--- config.mk ---
export PLATFORM = sky130hd
export DESIGN_NAME = drive_arbiter
export DESIGN_NICKNAME = d
export VERILOG_FILES = /design/src/rtl/car_pkg.sv /design/src/rtl/hold_counter.sv /design/src/rtl/drive_arbiter.sv
export SDC_FILE = /design/constraint.sdc
export NUM_CORES = 1
export LEC_CHECK = 0
export CAP_MARGIN = 40
export CORE_MARGIN = 4
export CORE_UTILIZATION = 57
export CTS_CLUSTER_DIAMETER = 120
export DETAILED_ROUTE_END_ITERATION = 6
export MAX_ROUTING_LAYER = met4
export PLACE_DENSITY = 0.78
export SYNTH_ARGS = -nofsm -noshare
export SYNTH_HDL_FRONTEND = slang
export SYNTH_SLANG_ARGS = --single-unit
--- constraint.sdc ---
create_clock -name clk -period 2.82 [get_ports clk]
set_input_delay 0.423 -clock clk [delete_from_list [all_inputs] [get_ports clk]]
set_output_delay 0.423 -clock clk [all_outputs]
set_load 0.01 [all_outputs]
--- src/rtl/car_pkg.sv ---
// Shared encodings for the vehicle drive controller: car state, drive mode,
// moving direction and the power sequencing FSM.
package car_pkg;

    typedef enum logic [1:0] {
        NSTART  = 2'b00,
        START   = 2'b01,
        MOVING  = 2'b10,
        ST_RSVD = 2'b11
    } car_state_e;

    typedef enum logic [1:0] {
        MODE_MANUAL = 2'b00,
        MODE_SEMI   = 2'b01,
        MODE_AUTO   = 2'b10,
        MODE_RSVD   = 2'b11
    } mode_e;

    typedef enum logic [1:0] {
        P_OFF = 2'b00,
        P_ARM = 2'b01,
        P_REL = 2'b10,
        P_ON  = 2'b11
    } pwr_state_e;

    localparam logic [3:0] MV_NONE  = 4'b0000;
    localparam logic [3:0] MV_FWD   = 4'b0001;
    localparam logic [3:0] MV_BACK  = 4'b0010;
    localparam logic [3:0] MV_LEFT  = 4'b0100;
    localparam logic [3:0] MV_RIGHT = 4'b1000;

endpackage

--- src/rtl/hold_counter.sv ---
// Cycle counter with synchronous clear; done fires on the enabled cycle in
// which the count reaches TC-1 (TC must be at least 2).
module hold_counter #(
    parameter int unsigned TC = 4
) (
    input  logic clk,
    input  logic rst,
    input  logic en,
    input  logic clr,
    output logic done
);

    localparam int W = (TC > 2) ? $clog2(TC) : 1;

    logic [W-1:0] cnt;

    always_ff @(posedge clk or negedge rst) begin
        if (!rst) begin
            cnt <= '0;
        end else if (clr) begin
            cnt <= '0;
        end else if (en) begin
            cnt <= cnt + 1'b1;
        end
    end

    // done looks at the value being counted into, so it lines up with the edge
    assign done = en && !clr && (cnt == W'(TC - 2));

endmodule

--- src/rtl/drive_arbiter.sv ---
// Power sequencing and mode arbitration for the drive controller: selects one
// of three request lanes (manual/semi/auto) and gates it behind power state.
//
// state | meaning
// P_OFF | vehicle unpowered, waiting for power button
// P_ARM | button held, counting towards power-on
// P_REL | powered, waiting for the power-on press to be released
// P_ON  | powered; button, lane power request or idle timeout turn it off
module drive_arbiter
    import car_pkg::*;
#(
    parameter int unsigned HOLD_CYCLES = 100000000,
    parameter int unsigned IDLE_CYCLES = 1000000000
) (
    input  logic        clk,
    input  logic        rst,
    input  logic        power_btn,
    input  logic [1:0]  mode_sel,
    input  logic [5:0]  req_state,
    input  logic [11:0] req_moving,
    input  logic [2:0]  req_power,
    output logic        power,
    output logic [1:0]  global_state,
    output logic [1:0]  state,
    output logic [3:0]  moving_state,
    output logic        mode_reject
);

    pwr_state_e pstate, pstate_nx;

    logic       hold_en, hold_clr, hold_done;
    logic       idle_en, idle_clr, idle_done;
    logic       power_off;
    logic [1:0] lane_state;
    logic [3:0] lane_moving;
    logic       lane_keep;
    logic       mode_ok;
    logic [1:0] mode_sel_q;

    always_comb begin
        lane_state  = req_state[1:0];
        lane_moving = req_moving[3:0];
        lane_keep   = req_power[0];
        case (global_state)
            MODE_SEMI: begin
                lane_state  = req_state[3:2];
                lane_moving = req_moving[7:4];
                lane_keep   = req_power[1];
            end
            MODE_AUTO: begin
                lane_state  = req_state[5:4];
                lane_moving = req_moving[11:8];
                lane_keep   = req_power[2];
            end
            default: ;
        endcase
    end

    assign hold_en  = (pstate == P_ARM) && power_btn;
    assign hold_clr = !hold_en;
    assign idle_en  = (pstate == P_ON) && (state == NSTART) && !power_btn;
    assign idle_clr = !idle_en;

    hold_counter #(.TC(HOLD_CYCLES)) u_hold (
        .clk  (clk),
        .rst  (rst),
        .en   (hold_en),
        .clr  (hold_clr),
        .done (hold_done)
    );

    hold_counter #(.TC(IDLE_CYCLES)) u_idle (
        .clk  (clk),
        .rst  (rst),
        .en   (idle_en),
        .clr  (idle_clr),
        .done (idle_done)
    );

    always_ff @(posedge clk or negedge rst) begin
        if (!rst) pstate <= P_OFF;
        else      pstate <= pstate_nx;
    end

    always_comb begin
        pstate_nx = pstate;
        power_off = 1'b0;
        unique case (pstate)
            P_OFF: if (power_btn) pstate_nx = P_ARM;
            P_ARM: begin
                if (!power_btn)     pstate_nx = P_OFF;
                else if (hold_done) pstate_nx = P_REL;
            end
            P_REL: if (!power_btn) pstate_nx = P_ON;
            P_ON: begin
                if (power_btn || !lane_keep || idle_done) begin
                    power_off = 1'b1;
                    pstate_nx = P_OFF;
                end
            end
            default: pstate_nx = P_OFF;
        endcase
    end

    assign power   = (pstate == P_REL) || (pstate == P_ON);
    // acceptance uses the registered state, not the lane request
    assign mode_ok = (state == NSTART) && (mode_sel != MODE_RSVD);

    always_ff @(posedge clk or negedge rst) begin
        if (!rst) begin
            global_state <= MODE_MANUAL;
            state        <= NSTART;
            moving_state <= MV_NONE;
            mode_reject  <= 1'b0;
            mode_sel_q   <= MODE_MANUAL;
        end else begin
            mode_sel_q  <= mode_sel;
            mode_reject <= 1'b0;
            if (!power || power_off) begin
                global_state <= MODE_MANUAL;
                state        <= NSTART;
                moving_state <= MV_NONE;
            end else begin
                if (lane_state == ST_RSVD) begin
                    state        <= NSTART;
                    moving_state <= MV_NONE;
                end else begin
                    state        <= lane_state;
                    moving_state <= lane_moving;
                end
                if (mode_ok)
                    global_state <= mode_sel;
                else if (mode_sel != mode_sel_q)
                    mode_reject <= 1'b1;
            end
        end
    end

endmodule

==> results of run 1 <==
layer usage:
layer | GRT usage | vias up | share of wire
met1 | 0.306 | 1408 | 0.47
met5 | - | - | 0
li1 | - | 1410 | -
met2 | 0.326 | 43 | 0.48
met4 | 0.0879 | 0 | 0.019
met3 | 0.0341 | 12 | 0.027
area by class of cell:
class	instances	area, sq um
clock buffer	10	128
multi-input combinational	281	1730
inverter	14	52.6
sequential	70	1750
fill	463	1860
tap	75	93.8
clock inverter	5	27.5
timing repair buffer	40	383
state kept, by name, indices dropped and copies added (netlist names), named ones only:
| register | count |
|---|---|
| state | 2 |
| u_idle.cnt | 30 |
| pstate | 1 |
| moving_state | 4 |
| mode_reject | 1 |
| u_hold.cnt | 27 |
| mode_sel_q | 2 |
| global_state | 2 |
Yosys cell counts:
master / count
nor4bb_1: 3
a211o_1: 1
or3_1: 6
and4_2: 1
a221o_1: 7
nand3b_1: 1
xor2_1: 20
xnor2_1: 28
a31o_2: 1
o31ai_1: 1
buf_2: 1
o211ai_1: 1
nand4b_1: 1
nand3_2: 1
nor3_1: 11
dfrtp_1: 70
buf_6: 1
nand2_1: 25
nor2b_1: 1
nor2_1: 61
or4_1: 2
and2_1: 4
and3_1: 5
inv_1: 14
a21oi_1: 8
o21ai_0: 14
clkbuf_1: 12
or4_2: 1
nor4_1: 21
o21a_1: 1
nand3_1: 20
nand4_1: 15
nor4b_1: 4
nor4_2: 1
and4_1: 4
and4b_1: 1
ha_1: 6
nand2b_1: 3
or3_2: 1
report_power, final:
part / total, mW / internal [mW] / switching (mW)
Sequential: 1.01 / 1.01 / 0.00335
Combinational: 0.0832 / 0.0405 / 0.0427
Clock: 0.663 / 0.308 / 0.355
Total: 1.76 / 1.36 / 0.401
worst max-delay path by stage:
stage	to	slack, ps	depth (start not counted)
global placement	u_idle.cnt[29]	790	6
global route	state[0]	520	7
CTS	u_idle.cnt[29]	710	5
detailed placement	register	670	5
floorplan	state[0]	790	9
finish	u_idle.cnt[29]	710	5
stage by stage:
stage / instance area, sq um / instances / utilization
after floorplan: 3590 / 379 / -
after global placement: 4010 / 480 / 0.665
after detailed placement: 4010 / 480 / 0.665
after CTS: 4160 / 495 / 0.691
after global routing: 4160 / 495 / 0.691
final: 4160 / 495 / 0.691
logic make-up after synthesis:
kind of cell / share of synthesized area
AOI/OAI and AO/OA: 0.0613
adders and majority gates: 0.0209
and+or+nand+nor: 0.282
xor gates and xnor gates: 0.117
DFF: 0.487
buffers and inverters: 0.0317
==> impl_metrics.ini, run 1 <==
[outcome]
outcome = finished, final reports clean

[power_and_ir_drop]
p_leak_nw = 1.57
ir_worst_vdd_v = 0.000320
p_per_area_mw_per_mm2 = 422
power.total_mw = 1.76

[worst_setup_path]
reg2reg_depth = 5
slowest_stage = or3_1
cp_top_family = simple AND/OR/NAND/NOR gates
worstPathMaxFanout = 10
crit_required_ps = 3090
end_kind = register
start_kind = register
crit_chain = nand3_2 -> or3_1 -> or3_1 -> or4_1 -> a21oi_1
max_stage_delay_ps = 490
crit_arrival_ps = 2380
path_class = register to register
r2r_end = u_idle.cnt[29]
r2r_start = u_idle.cnt[2]
r2r_setup_slack_ps = 710
cp_num_buf_inv = 0
worstSetupStartpoint = u_idle.cnt[2]
cpMostUsedCell = or3_1

[yosys]
synthCells = 379
synth-seq-cells = 70
seq_area_frac_synth = 0.487
syn_avg_cell_area_sq_um = 9.48
ys.warnings.count = 0
synthesis.area_sq_mm = 0.00359
synth.area.top_cells = dfrtp_1 (49%), xnor2_1 (6.8%), nor2_1 (6.4%), xor2_1 (4.9%), nor4_1 (3.7%)
synthesis.nets = 411
yosysTopAreaCell = dfrtp_1
ys_types = 39
synth.top_cell.area_share = 0.487

[cells_and_area]
final_nets = 448
drive_gt1_frac = 0.0619
layout_commonest_cell = dfrtp_1
diodes = 0
final_cell_mix = dfrtp_1 (70), nor2_1 (61), clkdlybuf4s50_1 (34), xnor2_1 (28), nand2_1 (25)
syn2layout_area_growth_pct = 15.9

[clock_network]
clock_latency_ps = 340
hold_buffers = 0
numCtsBuffers = 9
cts_htree_levels = 3
clockRootBuffer = clkbuf_8
path_clk_slew_ps = 70
cts_sinks = 70
cts_resized = 0
cts_tree = yes
clock_path_buffers = 2
post_cts_buffers = 0

[routing]
drc = 0
post_drt_wl_per_cell_um = 14.9
drtAntennaViolNets = 0
finalWirelength_um = 7380
dr.first_iter.drc_count = 158
first_pass_iters = 4
num_vias = 2873
vias_per_cell = 5.80

[grt]
antenna_found_initial = 0
overflow = 0
grt_pass1_wl_um = 13000
grt_pass1_vias = 2768
grt_max_degree = 31
gr-usage-all-layers = 0.221

[sta]
finalSetupViolations = 0
fin_crit_sh = 0.749
fin_skew_ps = 6.89
hold_viol_final = 0
tightest_slew_ps = 810
fmax_ghz = 0.474
period_minus_slack_ps = 2110
fin_worst_hold_slack_ps = 48.0
rsz0062_at_grt = no
final_max_slew_viol_count = 0
relSlewSlack = 0.456
finalSetupTns_ps = 0
fin_ws_ps = 709

[die]
core_area_sq_mm = 0.00603
die_h_um = 87.4
start_util = 0.596
die_area_sq_mm = 0.00764
die_x_um = 87.4
row_count = 28
io-pin-count = 36

[placed_design]
dp_hpwl_um = 5390
numPortBuffers = 35
dpl_worst_slack_ps = 672
place_congestion = 0.813

[min_path]
hp-class = primary input to async pin

[job]
maxCapViolCount = 0
Power figures use the tool's default switching activity.
==> run 2, diff against run 1 <==
Clock period 2.82 ns to 2.03 ns, I/O delays scaled along.
==> run 2 against run 1 <==
Compared with the run above: cell count grew 3.0%; critical path depth grew 2; non-clock buffer count grew 15; sequential power grew 39%; wire length grew 0.50%; setup slack lost 600 ps; combinational power grew 42%; hold slack gained 430 ps; power grew 43%; largest power group unchanged; highest routed layer unchanged.
==> impl_metrics.ini, run 2 (synthesis gave the netlist of run 1 again) <==
[cells_and_area]
top_regs = u_idle.cnt (30), u_hold.cnt (27), moving_state (4)
final_cell_mix = dfrtp_1 (70), nor2_1 (61), clkdlybuf4s50_1 (34), xnor2_1 (28), nand2_1 (25)
syn2layout_area_growth_pct = 20.5
final_nets = 463
drive_gt1_frac = 0.101
diodes = 0
final_util = 0.718
regMostFlops = u_idle.cnt
final_cell_area_sq_mm = 0.00433
largest_reg_flops = 30
layout_commonest_cell = dfrtp_1

[placed_design]
place_congestion = 0.863
dpl_worst_slack_ps = 32.1
dp_hpwl_um = 5210
numPortBuffers = 35
placed_area_sq_mm = 0.00411

[sta]
fin_ws_ps = 113
final_max_slew_viol_count = 0
rsz0062_at_grt = yes
tightest_slew_ps = 559
relSlewSlack = 0.624
fin_worst_hold_slack_ps = 474
fin_crit_sh = 0.944
hold_viol_final = 0
fmax_ghz = 0.522
period_minus_slack_ps = 1920
fin_skew_ps = 7.59
finalSetupViolations = 0

[routing]
first_pass_iters = 4
drtAntennaViolNets = 0
drc = 0
post_drt_wl_per_cell_um = 14.5
num_vias = 2931
vias_per_cell = 5.75
dr.first_iter.drc_count = 122
finalWirelength_um = 7420

[power_and_ir_drop]
p_int_mw = 1.96
p_sw_frac = 0.220
ir_worst_vdd_v = 0.000421
p_per_area_mw_per_mm2 = 581
pwr-share-comb = 0.047
p_sw_uw = 552
p_seq_frac = 0.558
pwr-share-clk = 0.395
p_leak_nw = 1.65

[grt]
grt_pass1_wl_um = 12700
grt_pass1_vias = 2774
gr-usage-all-layers = 0.217
grt_max_degree = 71
overflow = 0
antenna_found_initial = 0

[die]
die_h_um = 87.4
row_count = 28
die_x_um = 87.4
io-pin-count = 36
core_area_sq_mm = 0.00603
start_util = 0.596
die_area_sq_mm = 0.00764

[clock_network]
clock_latency_ps = 340
cts_sinks = 70
path_clk_slew_ps = 70
clockRootBuffer = clkbuf_8
numCtsBuffers = 9
cts_htree_levels = 3
clock_path_buffers = 2
cts_tree = yes

[worst_setup_path]
end_kind = register
crit_arrival_ps = 2150
path_class = register to register
crit_required_ps = 2260
worstPathMaxFanout = 10
start_kind = register

[job]
maxCapViolCount = 0

[min_path]
hp-class = register to register

[outcome]
outcome = finished, final reports clean
run 2: what timing repair did:
| action | CTS | global route |
|---|---|---|
| buffers inserted | 0 | 2 |
| resized for setup | 0 | 7 |
| hold endpoints to repair | 48 | 0 |
| endpoints found under the setup margin | 0 | 11 |
| hold buffers | 1 | 0 |
run 2: power groups by stage:
stage | clock, mW | sequential, mW | combinational [mW]
after floorplan | 0 | 1.43 | 0.0303
after global placement | 0 | 1.43 | 0.116
after detailed placement | 0 | 1.43 | 0.118
after CTS | 1.01 | 1.40 | 0.120
after global routing | 1.08 | 1.40 | 0.131
final | 0.993 | 1.40 | 0.118
run 2: stage by stage:
stage	TNS, ps	power, mW	cells
detailed placement	0	1.55	492
global placement	0	1.55	492
finish	0	2.51	510
CTS	0	2.54	508
floorplan	0	1.46	379
global route	-120	2.61	510
run 2: worst paths after layout:
kind                            depth (start not counted)  slack, ps              end       startpoint
worst max-delay path                                    7        110  moving_state[3]  global_state[0]
worst min-delay path                                    1        470    u_hold.cnt[0]    u_hold.cnt[0]
worst max register to register                          7        110  moving_state[3]  global_state[0]
worst min register to register                          1        470    u_hold.cnt[0]    u_hold.cnt[0]
max in group asynchronous                               3       1220    u_idle.cnt[9]              rst
min in group asynchronous                               3        500    u_hold.cnt[7]              rst
run 2: layout make-up:
type / instances / area [sq um]
Clock buffer: 14 / 163
Clock inverter: 1 / 5.00
Fill cell: 451 / 1700
Inverter: 14 / 52.6
Multi-Input combinational cell: 281 / 1750
Sequential cell: 70 / 1750
Tap cell: 75 / 93.8
Timing Repair Buffer: 55 / 510
run 2: per-layer routing:
metal	GRT usage	share of wire	up-vias
met3	0.0341	0.040	13
met1	0.300	0.47	1419
met4	0.0921	0.017	0
li1	-	-	1436
met2	0.318	0.47	63
met5	-	0	-
run 2: critical path, stage by stage, from the launching register on:
cell and delay [ps]:
dfrtp_1 410, inv_1 60, ha_2 330, a221o_1 100, o21ai_0 120, o21a_1 190
a31o_2 290, nor4_1 310
==> run 3, diff against run 2 <==
Settings changed: CORE_MARGIN 4 to not set, SLEW_MARGIN set to 5.
==> run 3 against run 2 <==
Compared with the run above: wire length up 7.1%; clock-buffer cell count down 1; fmax down 4.1%; cell count up 0.39%.
==> impl_metrics.ini, run 3 (synthesis gave the netlist of run 1 again) <==
[worst_setup_path]
worstPathMaxFanout = 5
max_stage_delay_ps = 700
cp_num_buf_inv = 0
crit_chain = nand2_1 -> or4_2 -> nor4_4 -> a31o_1 -> nor4_1
r2r_end = moving_state[2]
crit_arrival_ps = 2220
path_class = register to register
worstSetupStartpoint = u_idle.cnt[24]
end_kind = register
r2r_setup_slack_ps = 30
crit_cells = 5
endpoint = moving_state[2]
reg2reg_depth = 5
slowest_stage = or4_2
r2r_start = u_idle.cnt[24]
cp_top_family = simple AND/OR/NAND/NOR gates
crit_required_ps = 2250
start_kind = register

[routing]
num_vias = 2994
finalWirelength_um = 7940
first_pass_iters = 5
post_drt_wl_per_cell_um = 15.5
drtAntennaViolNets = 0
dr.first_iter.drc_count = 148
drc = 0
vias_per_cell = 5.85

[cells_and_area]
syn2layout_area_growth_pct = 21.9
regMostFlops = u_idle.cnt
n_fill_cell = 443
largest_reg_flops = 30
drive_gt1_frac = 0.105
diodes = 0
layout_commonest_cell = dfrtp_1
final_cell_mix = dfrtp_1 (69), nor2_1 (61), clkdlybuf4s50_1 (34), xnor2_1 (28), nand2_1 (25)
final_nets = 464
top_regs = u_idle.cnt (30), u_hold.cnt (27), moving_state (4)
final_util = 0.731

[die]
die_area_sq_mm = 0.00663
core_area_sq_mm = 0.00599
die_h_um = 81.4
row_count = 28
start_util = 0.600
io-pin-count = 36
die_x_um = 81.4

[power_and_ir_drop]
p_leak_nw = 1.68
ir_worst_vdd_v = 0.000486
power.total_mw = 2.67
p_per_area_mw_per_mm2 = 609

[sta]
final_max_slew_viol_count = 0
tightest_slew_ps = 553
hold_viol_final = 0
finalSetupViolations = 0
fmax_ghz = 0.500
fin_crit_sh = 0.985
finalSetupTns_ps = 0
period_minus_slack_ps = 2000
relSlewSlack = 0.628
fin_skew_ps = 9.35

[clock_network]
clockRootBuffer = clkbuf_8
cts_tree = yes
clock_path_buffers = 2
cts_sinks = 70
cts_htree_levels = 3
clock_latency_ps = 350
path_clk_slew_ps = 70
numCtsBuffers = 9

[grt]
grt_max_degree = 53
grt_pass1_wl_um = 12800
overflow = 0
antenna_found_initial = 0
grt_pass1_vias = 2807
gr-usage-all-layers = 0.264

[min_path]
hp-class = primary input to async pin

[job]
maxCapViolCount = 0

[outcome]
outcome = finished, final reports clean

[placed_design]
dp_hpwl_um = 5420
place_congestion = 0.812
numPortBuffers = 35
[run 3: area by class of cell]
type,instances,area (sq um),share of cell area
flip-flops and latches,70,1750,0.400
clock buffers,13,159,0.0363
clock inverters,3,42.5,0.00971
multi-input cells,282,1770,0.404
well taps,75,93.8,0.0214
repair buffers,55,510,0.117
inverters,14,52.6,0.0120
[run 3: layer usage]
layer / track usage / share of wire / up-vias
li1: - / - / 1449
met1: 0.329 / 0.45 / 1453
met2: 0.428 / 0.50 / 73
met3: 0.0663 / 0.039 / 19
met4: 0.0696 / 0.014 / 0
met5: - / 0 / -
[run 3: where the power goes]
group	internal, mW	switching (mW)
sequential	1.40	0.00565
clock	0.634	0.507
combinational	0.0603	0.0630
total	2.09	0.576
[run 3: worst min path at each step]
stage | end | slack [ps] | from
after floorplan | async pin | 9 | rst
after global placement | u_hold.cnt[14] | 270 | rst
after detailed placement | u_hold.cnt[14] | 280 | rst
after CTS | u_hold.cnt[17] | 440 | rst
after global routing | u_hold.cnt[23] | 490 | rst
final | u_hold.cnt[22] | 430 | rst
[run 3: through the flow]
stage,setup WS (ps),instances,instance area (sq um),hold WS (ps)
after CTS,9.03,508,4320,437
after floorplan,58.3,379,3590,8.91
after detailed placement,5.80,491,4100,276
after global routing,-24.0,512,4380,488
after global placement,84.9,491,4100,268
final,30.6,512,4380,429
[run 3: repair_timing]
item,in CTS,in global routing
hold buffers,1,0
hold endpoints to repair,18,0
endpoints found under the setup margin,1,11
cloned,0,1
buffers inserted,0,3
pin swaps,0,1
gates resized for setup,1,6
[run 3: worst reg2reg max path, delay by kind of cell, from the launching register on]
kind | cells | cell delay [ps]
compound gates | 1 | 320
flops | 1 | 400
simple gates | 4 | 1140
